==> src/rtl/sens_hispi_read_sched_pkg.sv <==
// sens_hispi_read_sched_pkg: shared definitions for the HiSPi read-side scheduler.
//   state_t  : scheduler FSM states
//   idx_bits : bits needed to count/index n items (minimum 1)
package sens_hispi_read_sched_pkg;

    typedef enum logic [1:0] {
        ST_IDLE,
        ST_WAIT_ALL,
        ST_READ,
        ST_DONE
    } state_t;

    function automatic int idx_bits(input int n);
        int b = 1;
        while ((1 << b) < n) b++;
        return b;
    endfunction

endpackage

==> src/rtl/sens_hispi_rr_lane.sv <==
// sens_hispi_rr_lane: round-robin lane index, one-hot read enable and lane_sel pipeline.
//   clk, rstn : clock and synchronous active-low reset
//   clr       : hold the lane index at 0 (outside of line reads)
//   adv       : issue a read to the current lane and step to the next one
//   idx       : lane that the next read will target
//   re        : registered one-hot read enable
//   lane_sel  : index of the previous cycle's read, aligned with hact
module sens_hispi_rr_lane
    import sens_hispi_read_sched_pkg::*;
#(
    parameter int NUM_LANES = 4,
    parameter int LANE_BITS = 2
) (
    input  logic                 clk,
    input  logic                 rstn,
    input  logic                 clr,
    input  logic                 adv,
    output logic [LANE_BITS-1:0] idx,
    output logic [NUM_LANES-1:0] re,
    output logic [LANE_BITS-1:0] lane_sel
);

    logic [LANE_BITS-1:0] re_idx;
    logic                 wrap;

    assign wrap = idx == LANE_BITS'(NUM_LANES - 1);

    always_ff @(posedge clk) begin
        if (!rstn) begin
            idx      <= '0;
            re       <= '0;
            re_idx   <= '0;
            lane_sel <= '0;
        end else begin
            idx      <= clr ? '0 : adv ? (wrap ? '0 : idx + 1'b1) : idx;
            re       <= adv ? NUM_LANES'(1) << idx : '0;
            re_idx   <= adv ? idx : re_idx;
            lane_sel <= re_idx;
        end
    end

endmodule

==> src/rtl/sens_hispi_read_sched.sv <==
// sens_hispi_read_sched: read scheduler for a bank of per-lane HiSPi line FIFOs.
//   pclk, prstn  : pixel clock, synchronous active-low reset
//   en           : allow a new line to start (looked at in IDLE only)
//   fsync        : frame start, clears line_cntr
//   line_pixels  : pixels per line over all lanes (0 means 2^PIX_BITS)
//   run          : per-lane FIFO "line ready / draining"
//   re           : one-hot FIFO read enable, data valid the next cycle
//   lane_sel     : lane whose data is valid, aligned with hact
//   hact/sol/eol : pixel valid, start-of-line and end-of-line framing
//   line_cntr    : lines completed since fsync
//   err_*        : sticky timeout / underrun / overrun flags, cleared by err_clr
module sens_hispi_read_sched
    import sens_hispi_read_sched_pkg::*;
#(
    parameter int NUM_LANES = 4,
    parameter int LANE_BITS = 2,
    parameter int PIX_BITS  = 16,
    parameter int TIMEOUT   = 255
) (
    input  logic                 pclk,
    input  logic                 prstn,
    input  logic                 en,
    input  logic                 fsync,
    input  logic [PIX_BITS-1:0]  line_pixels,
    input  logic [NUM_LANES-1:0] run,
    output logic [NUM_LANES-1:0] re,
    output logic [LANE_BITS-1:0] lane_sel,
    output logic                 hact,
    output logic                 sol,
    output logic                 eol,
    output logic [PIX_BITS-1:0]  line_cntr,
    output logic                 err_timeout,
    output logic                 err_underrun,
    output logic                 err_overrun,
    input  logic                 err_clr
);

    localparam int TW = idx_bits(TIMEOUT + 1);

    state_t               state;
    logic [TW-1:0]        tmo;
    logic [PIX_BITS-1:0]  len;
    logic [PIX_BITS-1:0]  cnt;
    logic [LANE_BITS-1:0] idx;
    logic                 first_q;
    logic                 last_q;
    logic                 abort_q;
    logic                 lane_ok;
    logic                 issue;
    logic                 last_pix;
    logic                 tmo_hit;
    logic                 set_to;
    logic                 set_ur;
    logic                 set_ov;

    // Reads are decided one cycle ahead and registered, so run never reaches re combinationally.
    assign lane_ok  = run[idx];
    assign issue    = (state == ST_READ) && lane_ok;
    // Wrapping subtraction makes len=0 behave as 2^PIX_BITS pixels.
    assign last_pix = cnt == len - PIX_BITS'(1);
    assign tmo_hit  = tmo == TW'(TIMEOUT - 1);
    assign set_to   = (state == ST_WAIT_ALL) && !(&run) && tmo_hit;
    assign set_ur   = (state == ST_READ) && !lane_ok;
    assign set_ov   = (state == ST_DONE) && (|run) && tmo_hit;

    sens_hispi_rr_lane #(
        .NUM_LANES(NUM_LANES),
        .LANE_BITS(LANE_BITS)
    ) u_lane (
        .clk     (pclk),
        .rstn    (prstn),
        .clr     (state != ST_READ),
        .adv     (issue),
        .idx     (idx),
        .re      (re),
        .lane_sel(lane_sel)
    );

    always_ff @(posedge pclk) begin
        if (!prstn) begin
            state        <= ST_IDLE;
            tmo          <= '0;
            len          <= '0;
            cnt          <= '0;
            first_q      <= 1'b0;
            last_q       <= 1'b0;
            abort_q      <= 1'b0;
            hact         <= 1'b0;
            sol          <= 1'b0;
            eol          <= 1'b0;
            line_cntr    <= '0;
            err_timeout  <= 1'b0;
            err_underrun <= 1'b0;
            err_overrun  <= 1'b0;
        end else begin
            // first_q/last_q/abort_q travel alongside re; hact/sol/eol are the next stage.
            first_q      <= issue && (cnt == '0);
            last_q       <= issue && last_pix;
            abort_q      <= set_ur;
            hact         <= |re;
            sol          <= first_q;
            eol          <= last_q || abort_q;
            line_cntr    <= fsync ? '0 : line_cntr + PIX_BITS'(eol);
            err_timeout  <= set_to || (err_timeout && !err_clr);
            err_underrun <= set_ur || (err_underrun && !err_clr);
            err_overrun  <= set_ov || (err_overrun && !err_clr);
            case (state)
                ST_IDLE: begin
                    if (en && |run) begin
                        state <= ST_WAIT_ALL;
                        tmo   <= '0;
                    end
                end
                ST_WAIT_ALL: begin
                    if (&run) begin
                        state <= ST_READ;
                        len   <= line_pixels;
                        cnt   <= '0;
                    end else if (tmo_hit) begin
                        state <= ST_DONE;
                        tmo   <= '0;
                    end else begin
                        tmo <= tmo + 1'b1;
                    end
                end
                ST_READ: begin
                    cnt <= cnt + 1'b1;
                    if (!lane_ok || last_pix) begin
                        state <= ST_DONE;
                        tmo   <= '0;
                    end
                end
                ST_DONE: begin
                    if (!(|run) || tmo_hit) state <= ST_IDLE;
                    else tmo <= tmo + 1'b1;
                end
                default: state <= ST_IDLE;
            endcase
        end
    end

endmodule

==> config.mk <==
export PLATFORM = sky130hd
export DESIGN_NAME = sens_hispi_read_sched
export DESIGN_NICKNAME = d
export VERILOG_FILES = /design/src/rtl/sens_hispi_read_sched_pkg.sv /design/src/rtl/sens_hispi_rr_lane.sv /design/src/rtl/sens_hispi_read_sched.sv
export SDC_FILE = /design/constraint.sdc
export NUM_CORES = 1
export LEC_CHECK = 0
export BUFFER_PORTS_ARGS = -buffer_cell sky130_fd_sc_hd__buf_2
export CAP_MARGIN = 20
export CORE_ASPECT_RATIO = 1.4
export CORE_MARGIN = 2
export CORE_UTILIZATION = 35
export DETAILED_ROUTE_END_ITERATION = 10
export PLACE_DENSITY = 0.56
export REMOVE_ABC_BUFFERS = 1
export SETUP_SLACK_MARGIN = 0.02
export SLEW_MARGIN = 10
export SYNTH_ARGS = -nofsm -noshare
export SYNTH_HDL_FRONTEND = slang
export SYNTH_SLANG_ARGS = --single-unit
==> constraint.sdc <==
create_clock -name pclk -period 3.2 [get_ports pclk]
set_input_delay 0.64 -clock pclk [delete_from_list [all_inputs] [get_ports pclk]]
set_output_delay 0.64 -clock pclk [all_outputs]
set_load 0.02 [all_outputs]
======== After elaboration in Yosys (flattened, before gate mapping) ========
Cells that the tools add are included.
word-level totals
  output and inout port bits .............. 28
  bits in latches ......................... 0
  bits in registers ....................... 77
  memory bits (read-only) ................. 0
  memories kept ........................... 0
  bits in writable memories ............... 0
cells by class
  bitwise logic cells ..................... 1
  multiplexer cells ....................... 17
  divide/modulo/power cells ............... 0
  reductions and logical operators ........ 35
  add/sub/neg operators ................... 5
  order comparisons ....................... 1
  multipliers ............................. 0
  shifts and indexed selects .............. 1
  eq/ne operators ......................... 14
operators by type and width
  operator                                                                  count
  8-bit two-way mux                                                         5
  16-bit case mux with 2 select lines                                       1
  8-bit case mux with 4 select lines                                        1
  16-bit by 1-bit adder with 16-bit output                                  1
  16-bit by 1-bit adder with 16-bit output (second input constant)          1
  16-bit == test                                                            1
  16-bit zero test                                                          1
  16-bit two-way mux                                                        1
  16-bit by 1-bit subtractor with 16-bit output (second input constant)     1
  1-bit logical AND                                                         12
  2-bit two-way mux                                                         6
  4-bit AND reduction                                                       3
  8-bit by 1-bit adder with 8-bit output (second input constant)            1
  8-bit == test (second input constant)                                     1
  2-bit inequality test (second input constant)                             4
  2-bit case mux with 4 select lines                                        1
  4-bit OR reduction                                                        2
  2-bit == test (second input constant)                                     3
  1-bit logical OR                                                          6
  2-bit by 1-bit inequality test with 1-bit output (second input constant)  3
  5-bit AND reduction                                                       1
  1-bit zero test                                                           4
  2-bit AND reduction                                                       2
  2-bit OR reduction                                                        2
  10 further kinds                                                          10

======== Longest topological paths before layout ========
  word-level depth ........................ 6
  mapped depth ............................ 12

======== Modules after synthesis ========
A second synthesis with hierarchy kept.
unflattened totals
  cells, all modules ...................... 464
  area total of the unflattened synthesis .. 3,846.2 um^2
modules (own cells, without submodules)
  module                 times used  cells an instance  sequential area each (um^2)  area an instance (um^2)
  sens_hispi_read_sched  1           432                1,341.3                      3,504.6
  sens_hispi_rr_lane     1           32                 200.2                        341.6

======== Least setup slack after synthesis ========
No wires, ideal clock.
  path type ............................... register to register
  from .................................... reg len[8]
  to ...................................... reg tmo[3]
  stages on the path, launching flop included .. 10
  required time ........................... 3.104 ns
  buffers on the path ..................... 1
  path slack .............................. 0.523 ns
  arrival ................................. 2.582 ns
  library setup time ...................... 0.096 ns
  clock period less this slack ............ 2.677 ns
  cells stage by stage .................... dfxtp_1 -> or4_1 -> or3_1 -> a2111o_1 -> a2bb2oi_2 -> and4bb_1 -> nor2_1 -> buf_6 -> or2_4 -> o41ai_2
between the ends
  longest elaborated chain between the ends .. 5
ends and longest elaborated chain
  item                                                        line                          RTL
  start, declared                                             sens_hispi_read_sched.sv:42   logic [PIX_BITS-1:0] len;
  start signal, assigned                                      sens_hispi_read_sched.sv:117  len <= line_pixels;
  16-bit by 1-bit subtractor with 16-bit output               sens_hispi_read_sched.sv:60   assign last_pix = cnt == len - PIX_BITS'(1);
  16-bit == test                                              sens_hispi_read_sched.sv:60
  1-bit logical OR                                            sens_hispi_read_sched.sv:128  if (!lane_ok || last_pix) begin
  2-bit by 1-bit inequality test with 1-bit output (no line)  --
  4-bit AND reduction (no line)                               --
  end signal, assigned                                        sens_hispi_read_sched.sv:123  tmo <= tmo + 1'b1;
  end signal, assigned                                        sens_hispi_read_sched.sv:135  else tmo <= tmo + 1'b1;
  end, declared                                               sens_hispi_read_sched.sv:41   logic [TW-1:0] tmo;
No other way between the ends.
A chain may end at the register's enable or synchronous reset.

======== Final worst setup path ========
  from .................................... reg len[8]
  to ...................................... reg tmo[4]
The elaborated chain is that of the path after synthesis.

==> flow_metrics.py <==
metrics = {
    "run_status": {
        "status": "completed",
    },
    "yosys": {
        "ys_ff_latch": 77,
        "yosysTopAreaCell": "dfxtp_1",
        "synthDistinctLibCells": 51,
        "synth_edf_count": 0,
        "ys_seq_area_share_pct": 39.4,
        "async_reset_ff_share_pct": 0,
        "synthCells": 482,
        "synth_top_area_share_pct": 39.4,
        "synth_area_leaders": "dfxtp_1 39%, nor2_1 5.9%, xor2_1 5.6%",
        "yosysWarnings": 0,
        "synthFlopType": "dfxtp_1",
        "synth_area_sq_mm": 0.00391,
        "avgSynthCellArea_sq_um": 8.11,
    },
    "grt": {
        "grtUsageTotal_pct": 16.3,
        "antenna_found_initial": 0,
        "grt_pass1_vias": 3292,
        "overflow": 0,
        "grt_max_degree": 32,
        "grt_pass1_wl_mm": 15.6,
    },
    "placed_design": {
        "place_congestion": 0.802,
        "dpl_cell_area_sq_mm": 0.00430,
        "io_buffers": 52,
        "dp_hpwl_mm": 6.77,
    },
    "die": {
        "die_area_sq_mm": 0.0120,
        "initial_core_util_pct": 36.0,
        "die_h_um": 129,
        "io_pins": 53,
        "coreArea_sq_mm": 0.0109,
        "dieWidth_um": 93.3,
        "num_rows": 45,
    },
    "timing": {
        "final.period_utilization_pct": 90.8,
        "setup_viol": 0,
        "relSlewSlack_pct": 46.0,
        "fmaxAchievable_mhz": 344,
        "fin_tns_setup_ns": 0,
        "clock_skew_ns": 0.00536,
        "rsz0062_at_grt": "no",
        "period_needed_ns": 2.91,
        "worst-slew-pin-transition_ns": 0.811,
        "hold_violations": 0,
        "slew_viol_final": 0,
    },
    "setup_path": {
        "cp_top_family": "simple AND/OR/NAND/NOR gates",
        "critPathBufInv": 1,
        "ff2ff_path_depth": 9,
        "crit_fanout": 9,
        "slowest_delay_ns": 0.54,
        "startpoint_type": "flop",
        "worstSetupPathType": "reg2reg",
        "cp_data_arrival_time_ns": 3.16,
        "crit_chain": "or4_1, or3_1, a2111o_1, a2bb2oi_2, and4bb_1, nor2_1, buf_4, or2_4, o41ai_2",
        "crit_path_end_kind": "flop",
        "required_ns": 3.45,
        "crit_cells": 9,
        "cpMaxStageDelayCell": "or4_1",
    },
    "finish": {
        "n_fill_cell": 1120,
        "drive_gt1_share_pct": 16.2,
        "n_antenna_cell": 0,
        "area_growth_pct": 18.8,
        "final_nets": 564,
        "final_cell_area_sq_mm": 0.00465,
        "layout_common_cells": "77 x dfxtp_1, 61 x nor2_1, 58 x nand2_1",
        "final_common_cell": "dfxtp_1",
        "fin_util_pct": 42.8,
    },
    "clocking": {
        "worstSkewPairLatency_ns": 0.35,
        "clk_pin_slew_ns": 0.06,
        "cts_resized": 0,
        "htreeDepth": 3,
        "cts_made_buffers": 9,
        "cts_setup_buffers": 0,
        "cts_root_buf": "clkbuf_16",
        "clock_sinks": 77,
        "cts_hold_buffers": 0,
        "tritoncts": "yes",
        "clk_path_buf_depth": 2,
    },
    "routing": {
        "drc": 0,
        "num_vias": 3452,
        "wl_per_cell_um": 14.0,
        "viasPerCell": 5.14,
        "wl_mm": 9.42,
        "first_pass_iters": 4,
        "postRouteAntennaNets": 0,
        "drtIter0Drc": 103,
    },
    "min_path": {
        "whs_path_depth": 1,
        "hp-class": "reg2reg",
    },
    "power": {
        "p_leak_nw": 1.85,
        "peakVddDrop_mv": 0.380,
        "powerDensity_mw_per_mm2": 578,
    },
    "run": {
        "drv_cap": 0,
    },
}
==> where the power goes <==
group / switching, mW / total [mW] / leakage [nW] / internal [mW]
sequential: 0.0410 / 1.03 / 0.621 / 0.993
clock: 0.427 / 1.19 / 0.162 / 0.766
combinational: 0.281 / 0.459 / 1.06 / 0.178
total: 0.749 / 2.69 / 1.85 / 1.94
==> worst register-to-register path: cells and delay by family (launching register included) <==
kind,cells,cell delay (ns)
compound gates,3,0.81
flops,1,0.37
buf+inv,1,0.19
simple gates,5,1.45
==> area by class of cell <==
class,count,area (sq um),area share (%)
Clock inverter,7,123,2.64
Timing Repair Buffer,60,320,6.89
Inverter,19,71.3,1.54
Tap cell,141,176,3.80
Clock buffer,9,225,4.85
Multi-Input combinational cell,359,2190,47.1
Sequential cell,77,1540,33.2
==> flip-flops by register name, indices dropped and copies added (netlist names), 2 cells and up <==
| register | cells |
|---|---|
| cnt | 16 |
| len | 16 |
| line_cntr | 16 |
| tmo | 8 |
| u_lane.re | 4 |
| state | 2 |
| u_lane.idx | 2 |
| u_lane.lane_sel | 2 |
| u_lane.re_idx | 2 |
==> metal layers <==
| layer | vias up | share of wire, % | wire, um | global-route usage, % |
|---|---|---|---|---|
| met5 | - | 0 | 0 | 0 |
| met3 | 18 | 4.3 | 404 | 4.30 |
| li1 | 1737 | - | - | - |
| met1 | 1623 | 45 | 4230 | 19.4 |
| met4 | 0 | 2.5 | 239 | 7.35 |
| met2 | 74 | 48 | 4540 | 27.4 |
==> final timing paths <==
kind / startpoint / end / slack, ns
setup / recovery: len[8] / tmo[4] / 0.29
hold / removal: first_q / sol / 0.44
setup reg to reg: len[8] / tmo[4] / 0.29
hold reg to reg: first_q / sol / 0.44
==> kinds of logic after synthesis <==
group                      synth area share (%)
muxes                                      1.82
AOI/OAI and AO/OA                          12.4
DFF                                        39.4
buffers and inverters                      4.61
xor gates and xnor gates                   10.3
and+or+nand+nor                            27.3
adders and majority gates                  4.16
==> per-stage QoR <==
stage	cells	setup slack, ns	hold WS [ns]	total power [mW]
final	672	0.293	0.438	2.69
after global routing	672	0.151	0.468	2.82
after CTS	672	0.297	0.441	2.71
after detailed placement	656	0.307	0.421	1.52
after global placement	656	0.379	0.427	1.51
after floorplan	455	0.429	0.411	1.37
==> synthesized netlist by cell type, types with 2 or more instances <==
| library cell | instances |
|---|---|
| clkbuf_1 | 25 |
| and3_1 | 6 |
| nor2_1 | 61 |
| mux2i_1 | 6 |
| nand2_1 | 58 |
| xor2_1 | 25 |
| o211ai_1 | 6 |
| a21boi_0 | 3 |
| or4_1 | 3 |
| nor3_1 | 13 |
| and4_1 | 4 |
| nor2b_1 | 8 |
| nor3b_1 | 3 |
| a21oi_1 | 31 |
| or3_1 | 5 |
| and2_1 | 5 |
| inv_1 | 19 |
| xnor2_1 | 21 |
| o31ai_1 | 3 |
| o41ai_2 | 2 |
| nand3_1 | 28 |
| o22ai_1 | 3 |
| o21ai_0 | 11 |
| or2_2 | 3 |
| nor4_1 | 6 |
| dfxtp_1 | 77 |
| a211oi_1 | 4 |
| nand4_1 | 8 |
| ha_1 | 13 |
(Power assumes the default switching activity.)
